--- config.mk ---
export PLATFORM = sky130hd
export DESIGN_NAME = sdrd_byte_collector
export DESIGN_NICKNAME = d
export VERILOG_FILES = /design/src/rtl/sdrd_byte_collector.sv
export SDC_FILE = /design/constraint.sdc
export NUM_CORES = 1
export LEC_CHECK = 0
export ABC_AREA = 1
export BUFFER_PORTS_ARGS = -buffer_cell sky130_fd_sc_hd__clkbuf_2
export CAP_MARGIN = 15
export CORE_AREA = 4 4 76 78
export DETAILED_ROUTE_END_ITERATION = 10
export DIE_AREA = 0 0 80 82
export PLACE_DENSITY = 0.85
export SETUP_SLACK_MARGIN = 0.4
export SYNTH_ARGS = -nofsm -noshare
export SYNTH_HDL_FRONTEND = slang
export SYNTH_SLANG_ARGS = --single-unit
--- constraint.sdc ---
create_clock -name clk -period 3.6 [get_ports clk]
set_clock_uncertainty 0.05 [all_clocks]
set_input_delay 0.18 -clock clk [delete_from_list [all_inputs] [get_ports clk]]
set_output_delay 0.18 -clock clk [all_outputs]
set_load 0.01 [all_outputs]
--- src/rtl/sdrd_byte_collector.sv ---
// sdrd_byte_collector
// Collects the sequencer's serial SDRD read data into bytes (LSB first),
// queues them in a small FIFO and presents data/status to the host bus
// through the SSER/BA13/BA12 decode window.
// Optional feature macro: SDRD_PARITY_EN
//   defined   -> 9-bit frames, bit 8 must equal the XOR of bits 0..7,
//                a mismatch drops the byte and sets the sticky PERR flag
//   undefined -> 8-bit frames, PERR reads as 0
module sdrd_byte_collector #(
  parameter int         DEPTH    = 4,
  parameter logic [3:0] DATA_NIB = 4'h0,
  parameter logic [3:0] STAT_NIB = 4'h1
) (
  input  logic       clk,
  input  logic       rst_n,
  input  logic       SSER,
  input  logic       BA13,
  input  logic       BA12,
  input  logic [3:0] BA7_4,
  input  logic       BR_W,
  input  logic       SDRD,
  input  logic       SDRD_EN,
  output logic [7:0] BD,
  output logic       BD_OE,
  output logic       RDY
);

  localparam int AW = $clog2(DEPTH);

`ifdef SDRD_PARITY_EN
  localparam int FRAME = 9;
`else
  localparam int FRAME = 8;
`endif

  localparam logic [3:0]  LAST_CNT = 4'(FRAME - 1);
  localparam logic [AW:0] FULL_CNT = (AW + 1)'(DEPTH);

  typedef enum logic {
    IDLE,
    SHIFT
  } state_t;

  // Deserializer state
  state_t           state_q, state_d;
  logic [3:0]       cnt_q, cnt_d;
  logic [FRAME-1:0] shift_q, shift_d;
  logic [FRAME-1:0] frame_w;
  logic             frame_done;
  logic             ferr_evt;
  logic             push_req;

  // FIFO state
  logic [7:0]    mem_q [DEPTH];
  logic [7:0]    mem_d [DEPTH];
  logic [AW-1:0] wr_ptr_q, wr_ptr_d;
  logic [AW-1:0] rd_ptr_q, rd_ptr_d;
  logic [AW:0]   count_q, count_d;
  logic          full;
  logic          push;
  logic          pop;
  logic          ovr_evt;

  // Bus decode and access-edge tracking
  logic bus_win;
  logic data_sel;
  logic stat_sel;
  logic data_hit_q, data_hit_d;
  logic stat_hit_q, stat_hit_d;
  logic stat_clr;

  // Sticky error flags
  logic ovr_q, ovr_d;
  logic ferr_q, ferr_d;
  logic perr;

  logic       rdy;
  logic [7:0] head;
  logic [7:0] status;

  // Address decode: data select takes priority if both nibbles match
  always_comb begin
    bus_win  = ~SSER & ~BA13 & BA12 & BR_W;
    data_sel = bus_win & (BA7_4 == DATA_NIB);
    stat_sel = bus_win & (BA7_4 == STAT_NIB) & ~data_sel;
  end

  // Only the first cycle of a held access pops data or clears status
  always_comb begin
    data_hit_d = data_sel;
    stat_hit_d = stat_sel;
    pop        = data_sel & ~data_hit_q & (count_q != '0);
    stat_clr   = stat_sel & ~stat_hit_q;
  end

  // Current frame with this cycle's SDRD bit merged in at position cnt
  always_comb begin
    frame_w = shift_q;
    for (int i = 0; i < FRAME; i++) begin
      if (cnt_q == 4'(i)) begin
        frame_w[i] = SDRD;
      end
    end
  end

  // Deserializer next state: sample while SDRD_EN, flag frames cut short
  always_comb begin
    state_d    = state_q;
    cnt_d      = cnt_q;
    shift_d    = shift_q;
    frame_done = 1'b0;
    ferr_evt   = 1'b0;
    case (state_q)
      IDLE: begin
        if (SDRD_EN) begin
          shift_d = {{(FRAME-1){1'b0}}, SDRD};
          cnt_d   = 4'd1;
          state_d = SHIFT;
        end
      end
      SHIFT: begin
        if (SDRD_EN) begin
          shift_d = frame_w;
          if (cnt_q == LAST_CNT) begin
            frame_done = 1'b1;
            cnt_d      = 4'd0;
          end else begin
            cnt_d = cnt_q + 4'd1;
          end
        end else begin
          ferr_evt = (cnt_q != 4'd0);
          cnt_d    = 4'd0;
          state_d  = IDLE;
        end
      end
      default: begin
        cnt_d   = 4'd0;
        state_d = IDLE;
      end
    endcase
  end

`ifdef SDRD_PARITY_EN
  logic perr_q, perr_d;
  logic perr_evt;

  // Parity check on a completed frame; bad frames never reach the FIFO
  always_comb begin
    perr_evt = frame_done & (frame_w[8] != ^frame_w[7:0]);
    push_req = frame_done & ~perr_evt;
    perr_d   = (perr_q & ~stat_clr) | perr_evt;
    perr     = perr_q;
  end

  // Sticky parity error flag
  always_ff @(posedge clk or negedge rst_n) begin
    if (!rst_n) begin
      perr_q <= 1'b0;
    end else begin
      perr_q <= perr_d;
    end
  end
`else
  // Without parity every completed frame is pushed
  always_comb begin
    push_req = frame_done;
    perr     = 1'b0;
  end
`endif

  // FIFO bookkeeping: a pop in the same cycle frees room for a push when full
  always_comb begin
    full     = (count_q == FULL_CNT);
    push     = push_req & (~full | pop);
    ovr_evt  = push_req & full & ~pop;
    mem_d    = mem_q;
    wr_ptr_d = wr_ptr_q;
    rd_ptr_d = rd_ptr_q;
    count_d  = count_q;
    if (push) begin
      mem_d[wr_ptr_q] = frame_w[7:0];
      wr_ptr_d        = wr_ptr_q + AW'(1);
    end
    if (pop) begin
      rd_ptr_d = rd_ptr_q + AW'(1);
    end
    case ({push, pop})
      2'b10:   count_d = count_q + (AW + 1)'(1);
      2'b01:   count_d = count_q - (AW + 1)'(1);
      default: count_d = count_q;
    endcase
  end

  // Sticky flags: a new event in the clearing cycle keeps the flag set
  always_comb begin
    ovr_d  = (ovr_q & ~stat_clr) | ovr_evt;
    ferr_d = (ferr_q & ~stat_clr) | ferr_evt;
  end

  // All state registers
  always_ff @(posedge clk or negedge rst_n) begin
    if (!rst_n) begin
      state_q    <= IDLE;
      cnt_q      <= 4'd0;
      shift_q    <= '0;
      mem_q      <= '{default: '0};
      wr_ptr_q   <= '0;
      rd_ptr_q   <= '0;
      count_q    <= '0;
      data_hit_q <= 1'b0;
      stat_hit_q <= 1'b0;
      ovr_q      <= 1'b0;
      ferr_q     <= 1'b0;
    end else begin
      state_q    <= state_d;
      cnt_q      <= cnt_d;
      shift_q    <= shift_d;
      mem_q      <= mem_d;
      wr_ptr_q   <= wr_ptr_d;
      rd_ptr_q   <= rd_ptr_d;
      count_q    <= count_d;
      data_hit_q <= data_hit_d;
      stat_hit_q <= stat_hit_d;
      ovr_q      <= ovr_d;
      ferr_q     <= ferr_d;
    end
  end

  // Bus read mux, zero-latency from the address inputs
  always_comb begin
    rdy    = (count_q != '0);
    head   = rdy ? mem_q[rd_ptr_q] : 8'h00;
    status = {4'b0000, perr, ferr_q, ovr_q, rdy};
    BD_OE  = data_sel | stat_sel;
    RDY    = rdy;
    if (data_sel) begin
      BD = head;
    end else if (stat_sel) begin
      BD = status;
    end else begin
      BD = 8'h00;
    end
  end

endmodule

==> reports/results.env, run 1 <==
PLACEMENT.SETUP.WORST_SLACK_PS=1070
CLK_PIN_SLEW_WORST_PATHS_PS=90
MAXCAPVIOLCOUNT=0
SLEW_HEADROOM=0.522
DRIVE_GT1_FRAC=0.102
VIAS_PER_CELL=5.56
WORST-SLEW-PIN-TRANSITION_PS=717
NETLIST_TOP_CELLS_COUNT='nand2_1 (113), dfrtp_1 (56), nor2_1 (36)'
CELL_TYPE_WITH_THE_HIGHEST_AGGREGATE_AREA_IN_THE_NETLIST='dfrtp_1'
SYNTHESIS.INSTANCES=368
REPORT.FINAL.SLEW_VIOL_COUNT=0
NUM-FILL-CELLS=443
DESIGN_AREA_MM2=0.00319
CORE_AREA_MM2=0.00507
ARRIVAL_PS=2740
CHIPHEIGHT_UM=82
CTS_BUFS_INSERTED=5
MAX_FREQ_MHz=392
SYNTH_LARGEST_TYPE_AREA_FRACTION=0.470
GRT_PASS1_WL_UM=11000
POSTSYNTHREGISTERBITS=56
POSTSYNTHNETCOUNT=390
SYNTH_TOP_FLOP_CELL='dfrtp_1'
WORST_IR_DROP_VDD_uV=226
FINISH.NET_COUNT=406
GRT_USAGE=0.218
GRT_SETUP_UNREPAIRED='false'
CRITICAL_PATH_REQUIRED_PS=3780
CRIT_PATH_START='cnt_q[0]'
CTS_SINK_COUNT=56
AREAGROWTHSYNTHTOFINISH_PCT=7.05
POWER_DENSITY_mW_PER_MM2=375
POST-ROUTE-WORST-SETUP-SLACK_PS=1050
YS_TYPES=32
HOLD_BUFFERS=2
CTS_TREE='yes'
FINALHOLDVIOLCOUNT=0
WORST_SETUP_PATH_START_KIND='register'
YOSYS-TOP-CELLS-AREA='dfrtp_1 (47%), nand2_1 (14%), nand4_1 (6.7%)'
VIA_COUNT_OF_THE_FIRST_GLOBAL_ROUTING_PASS=2384
ANTENNA_LEFT=0
CTS-RESIZED-GATES=0
STATIC-LEAKAGE-POWER_nW=1.67
POST_SYNTH.CELL_AREA_AVG_UM2=8.11
INITIAL_ANTENNA_VIOLATION_COUNT=0
FINAL.HOLD.WORST_SLACK_PS=157
FINALWIRELENGTH_UM=6390
REG2REG_FROM='cnt_q[0]'
FINAL.PERIOD_UTILIZATION=0.709
DESIGN.DIE.AREA_MM2=0.00656
WORSTSETUPENDPOINTTYPE='register'
GP_ROUTABILITY_CONGESTION=1.00
DPL.HPWL_UM=4420
DRT_DRC_VIOLATIONS_LEFT=0
WORST-PATH-MAX-FANOUT=40
DRT-PASS1-ITER-COUNT=5
HP-CLASS='input port to register'
HP-START='BA7_4[1]'
SYNTH.YOSYS.SEQ_AREA_SHARE=0.470
LARGEST_NET_DEGREE_AT_THE_START_OF_GLOBAL_ROUTING=41
GR-TOTAL-OVERFLOW=0
OUTCOME='complete, no violations'
H_TREE_LEVEL_COUNT=2
DIE_W_UM=80
DETAIL_ROUTE.WL_PER_CELL_UM=14.1
BUFFER_PORTS.INSERTED=21
NUMBER_OF_ANTENNA_REPAIR_DIODES=0
CLOCKROOTBUFFER='clkbuf_8'
POST-SYNTH-TOP-COUNT-CELL='nand2_1'
SETUP_VIOLATIONS=0
FLOORPLAN.INITIALDENSITY=0.588
CTS_BUFFER_DEPTH=2
TIMING.SETUP.TNS_PS=0
FINAL_CELLS=454
VIAS=2523
TIMING.FINAL.CRIT_PERIOD_PS=2550
SYNTH-ASYNC-RESET-RATIO=1.00
POST_SYN_AREA_MM2=0.00298
DETAILED_PLACE.AREA_MM2=0.00308
ROWS=26
SYNTH_WARNINGS=0
IOS=22
CLOCK_INSERTION_DELAY_WORST_SKEW_PS=310
SYNTH-EDFF-COUNT=0
TIMING.SETUP.CRITICAL_PATH_CLASS='register to register'
CTS_SETUP_BUFFERS=0
POST-PLACE-CELLS=445
DRT_FIRST_ITER_VIOLATIONS=253
-- final cells by class --
| class | instances | area (µm²) | share of cell area |
|---|---|---|---|
| multi-input combinational | 266 | 1360 | 0.424 |
| inverter | 30 | 113 | 0.0353 |
| sequential | 56 | 1400 | 0.439 |
| clock buffer | 7 | 96.3 | 0.0302 |
| tap | 70 | 87.6 | 0.0274 |
| timing repair buffer | 25 | 140 | 0.0439 |
-- worst paths after layout --
kind                            slack [ps]  cells past startpoint    endpoint
worst max-delay path                  1050                     10  count_q[1]
worst min-delay path                   160                      4  stat_hit_q
worst max register to register        1050                     10  count_q[1]
worst min register to register         420                      2    mem_q[5]
max in group asynchronous             2310                      3   mem_q[19]
min in group asynchronous              390                      2  count_q[2]
-- critical path: stages, from the launching register on --
cell and delay (ps):
dfrtp_1 410, ha_1 230, nand2_2 90, nor2_4 120, inv_2 80, nor2_8 420, nand2_1 180, ha_1 230
inv_1 90, fa_1 420, o21ai_0 160
-- power breakdown --
group	internal (mW)	total, mW	switching, mW
registers	0.644	0.668	0.0241
logic	0.0511	0.166	0.115
clock network	0.172	0.362	0.190
total	0.867	1.20	0.329
-- routing by layer --
metal	vias to the layer above	part of all wire	GRT usage
li1	1245	-	-
met1	1176	0.42	0.283
met2	88	0.49	0.363
met3	14	0.065	0.0417
met4	0	0.020	0.0845
met5	-	0	0
-- cells by family (layout without fill, tap and decap cells) --
logic type	Yosys count	after routing	share of synthesized area
AND/OR/NAND/NOR	204	204	0.308
flip-flops	56	56	0.470
AO/OA/AOI/OAI	48	48	0.0902
buffers and inverters	46	62	0.0759
adder cells (fa/ha/maj)	10	10	0.0445
XOR/XNOR	4	4	0.0117
-- through the flow --
step | total power, mW | utilization
global placement | 0.836 | 0.606
detailed placement | 0.842 | 0.606
finish | 1.20 | 0.629
global route | 1.26 | 0.629
CTS | 1.20 | 0.629
floorplan | 0.798 | -
-- sequential cells by signal (all words and copies together) (netlist names) --
register	cells
ferr_q	1
count_q	3
wr_ptr_q	2
stat_hit_q	1
rd_ptr_q	2
ovr_q	1
mem_q	32
shift_q	8
cnt_q	4
state_q	1
data_hit_q	1
-- placed cells by master, fill, tap and decap left out, types with 2 or more instances in the layout --
master,n
a21oi_1,11
a22o_1,6
buf_4,2
clkbuf_2,21
clkbuf_8,7
clkinv_1,2
dfrtp_1,56
dlygate4sd3_1,2
ha_1,9
inv_1,26
inv_2,2
nand2_1,113
nand3_1,13
nand4_1,32
nor2_1,36
nor3_1,2
o21ai_0,26
o22ai_1,3
xnor2_1,2
xor2_1,2
Note: power is estimated with default switching activity, not from simulation.
==> inputs of run 2 (changes only) <==
- CORE_AREA: 4 4 76 78 -> 4 4 80 82
- DIE_AREA: 0 0 80 82 -> 0 0 84 86
- PLACE_DENSITY: 0.85 -> 0.81
- clock period: 3.6 -> 2.3 ns (I/O delays scaled with it)
==> run 2 against run 1 <==
  * Critical path depth shrank 1
  * Via count grew 5.6%
  * Die area grew 10%
  * First-iteration DRC count grew 13%
  * Design area grew 8.0%
  * Sequential power grew 54%
  * Power grew 60%
  * Worst setup slack lost 730 ps
  * Maximum frequency grew 29%
  * Sequential share of layout area shrank 3.2 points
  * Largest cell class is now multi-input combinational cells
==> reports/results.env, run 2 (same netlist as run 1, synthesis figures left out) <==
HP-START='BA7_4[1]'
DESIGN_AREA_MM2=0.00345
MAXCAPVIOLCOUNT=0
VIA_COUNT_OF_THE_FIRST_GLOBAL_ROUTING_PASS=2579
FINAL.PERIOD_UTILIZATION=0.861
LOGIC_GATE_SHARE_OF_TOTAL_POWER=0.172
CELL_INTERNAL_PWR_mW=1.36
PLACEMENT.SETUP.WORST_SLACK_PS=231
DESIGN.DIE.AREA_MM2=0.00722
GR-TOTAL-OVERFLOW=0
FINAL.HOLD.WORST_SLACK_PS=81.6
IOS=22
NUMBER_OF_ANTENNA_REPAIR_DIODES=0
LAYOUT_COMMON_CELLS='nand2_1 (112), dfrtp_1 (54), nor2_1 (34)'
TIMING.SETUP.TNS_PS=0
REPORT.FINAL.SLEW_VIOL_COUNT=0
FINALWIRELENGTH_UM=7030
FINISH.NET_COUNT=428
REG2REG_SLACK_PS=320
WORST-PATH-MAX-FANOUT=3
CTS_BUFS_INSERTED=5
VIAS=2664
DRIVE_GT1_FRAC=0.199
CTS_BUFFER_DEPTH=2
ARRIVAL_PS=2130
POST-PLACE-CELLS=458
SLEW_HEADROOM=0.527
AREAGROWTHSYNTHTOFINISH_PCT=15.6
LARGEST_NET_DEGREE_AT_THE_START_OF_GLOBAL_ROUTING=57
NUM-FILL-CELLS=506
SETUP_VIOLATIONS=0
FINAL_CELLS=482
BUFFER_PORTS.INSERTED=21
WORST_SETUP_PATH_START_KIND='register'
WORST-SLEW-PIN-TRANSITION_PS=710
REG.LARGEST.LIST='mem_q x32, shift_q x8, cnt_q x4'
TIMING.FINAL.CRIT_PERIOD_PS=1980
DRT_FIRST_ITER_VIOLATIONS=286
CLOCK_INSERTION_DELAY_WORST_SKEW_PS=310
WORSTSETUPENDPOINTTYPE='register'
TIMING.HOLD.WORST_PATH_DEPTH=4
VIAS_PER_CELL=5.53
SEQ_POWER_SHARE=0.538
CTS_TREE='yes'
GRT_SETUP_UNREPAIRED='true'
DETAIL_ROUTE.WL_PER_CELL_UM=14.6
REGMOSTFLOPS='mem_q'
CORE_AREA_MM2=0.00575
ANTENNA_LEFT=0
RR_ENDPOINT='count_q[2]'
CLK_PIN_SLEW_WORST_PATHS_PS=90
TIMING.SETUP.CRITICAL_PATH_CLASS='register to register'
FINALPOWER_mW=1.92
DRT_DRC_VIOLATIONS_LEFT=0
CLOCKROOTBUFFER='clkbuf_8'
GRT_USAGE=0.207
DETAILED_PLACE.AREA_MM2=0.00318
POWER.SWITCHING_mW=0.553
DPL.HPWL_UM=4790
HP-CLASS='input port to register'
INITIAL_ANTENNA_VIOLATION_COUNT=0
LAYOUT_COMMONEST_CELL='nand2_1'
CHIPHEIGHT_UM=86
POWER.SHARE.SWITCHING=0.288
POST-ROUTE-WORST-SETUP-SLACK_PS=319
WORST_IR_DROP_VDD_uV=278
MAX_FREQ_MHz=505
H_TREE_LEVEL_COUNT=2
MIN_DELAY_WORST_ENDPOINT='stat_hit_q'
DRT-PASS1-ITER-COUNT=5
CTS_SINK_COUNT=56
LARGEST_REGISTER_FF_COUNT=32
STATIC-LEAKAGE-POWER_nW=1.80
ROWS=28
CRITICAL_PATH_REQUIRED_PS=2440
GRT_PASS1_WL_UM=12200
FLOORPLAN.INITIALDENSITY=0.519
REG2REG_DEPTH=9
CLOCK_POWER_SHARE=0.290
POWER_DENSITY_mW_PER_MM2=556
DIE_W_UM=84
GP_ROUTABILITY_CONGESTION=0.867
FINALHOLDVIOLCOUNT=0
POSTLAYOUTCOREUTIL=0.600
REG2REG_FROM='count_q[1]'
OUTCOME='complete, no violations'
## run 2: worst max-delay path, cell delays in order (launching register included)
cell     delay, ps
dfrtp_1        430
nor3_2         250
nand2_1        160
nand2_4        120
ha_4           130
inv_4           40
fa_2           340
a21oi_2        120
o21ai_1         80
xor2_1         140
## run 2: routing by layer
metal | wire [µm] | GRT usage
met1 | 3050 | 0.285
met2 | 3450 | 0.338
met3 | 396 | 0.0394
met4 | 137 | 0.0599
met5 | 0 | 0
## run 2: worst max path at each step
stage | slack [ps] | depth (start not counted) | endpoint | from
global placement | 290 | 12 | count_q[2] | count_q[0]
floorplan | 240 | 13 | count_q[2] | cnt_q[1]
finish | 320 | 9 | count_q[2] | count_q[1]
global route | 250 | 9 | count_q[2] | count_q[1]
detailed placement | 230 | 12 | count_q[2] | count_q[0]
CTS | 280 | 9 | count_q[2] | count_q[1]
## run 2: cell type report
class	instances	area, µm²	share of cell area
inverter	30	118	0.0341
timing repair buffer	47	309	0.0897
clock buffer	6	82.6	0.0240
multi-input combinational	266	1430	0.415
clock inverter	2	10.0	0.00290
sequential	56	1400	0.407
tap	75	93.8	0.0272
## run 2: timing repair
item                                   CTS  global route
hold buffers                             2             0
endpoints found under the hold margin   57             0
pin swaps                                4             4
setup buffers                            6             8
setup endpoints to repair               23            35
resized for setup                        5            14
gates cloned                             0             0
## run 2: power by group through the flow
stage	clock network [mW]	logic (mW)	registers, mW
2_1_floorplan	0	0.210	1.04
3_5_place_dp	0	0.282	1.05
4_1_cts	0.564	0.304	1.03
6_report	0.555	0.330	1.03
3_3_place_gp	0	0.275	1.05
5_1_grt	0.608	0.375	1.04
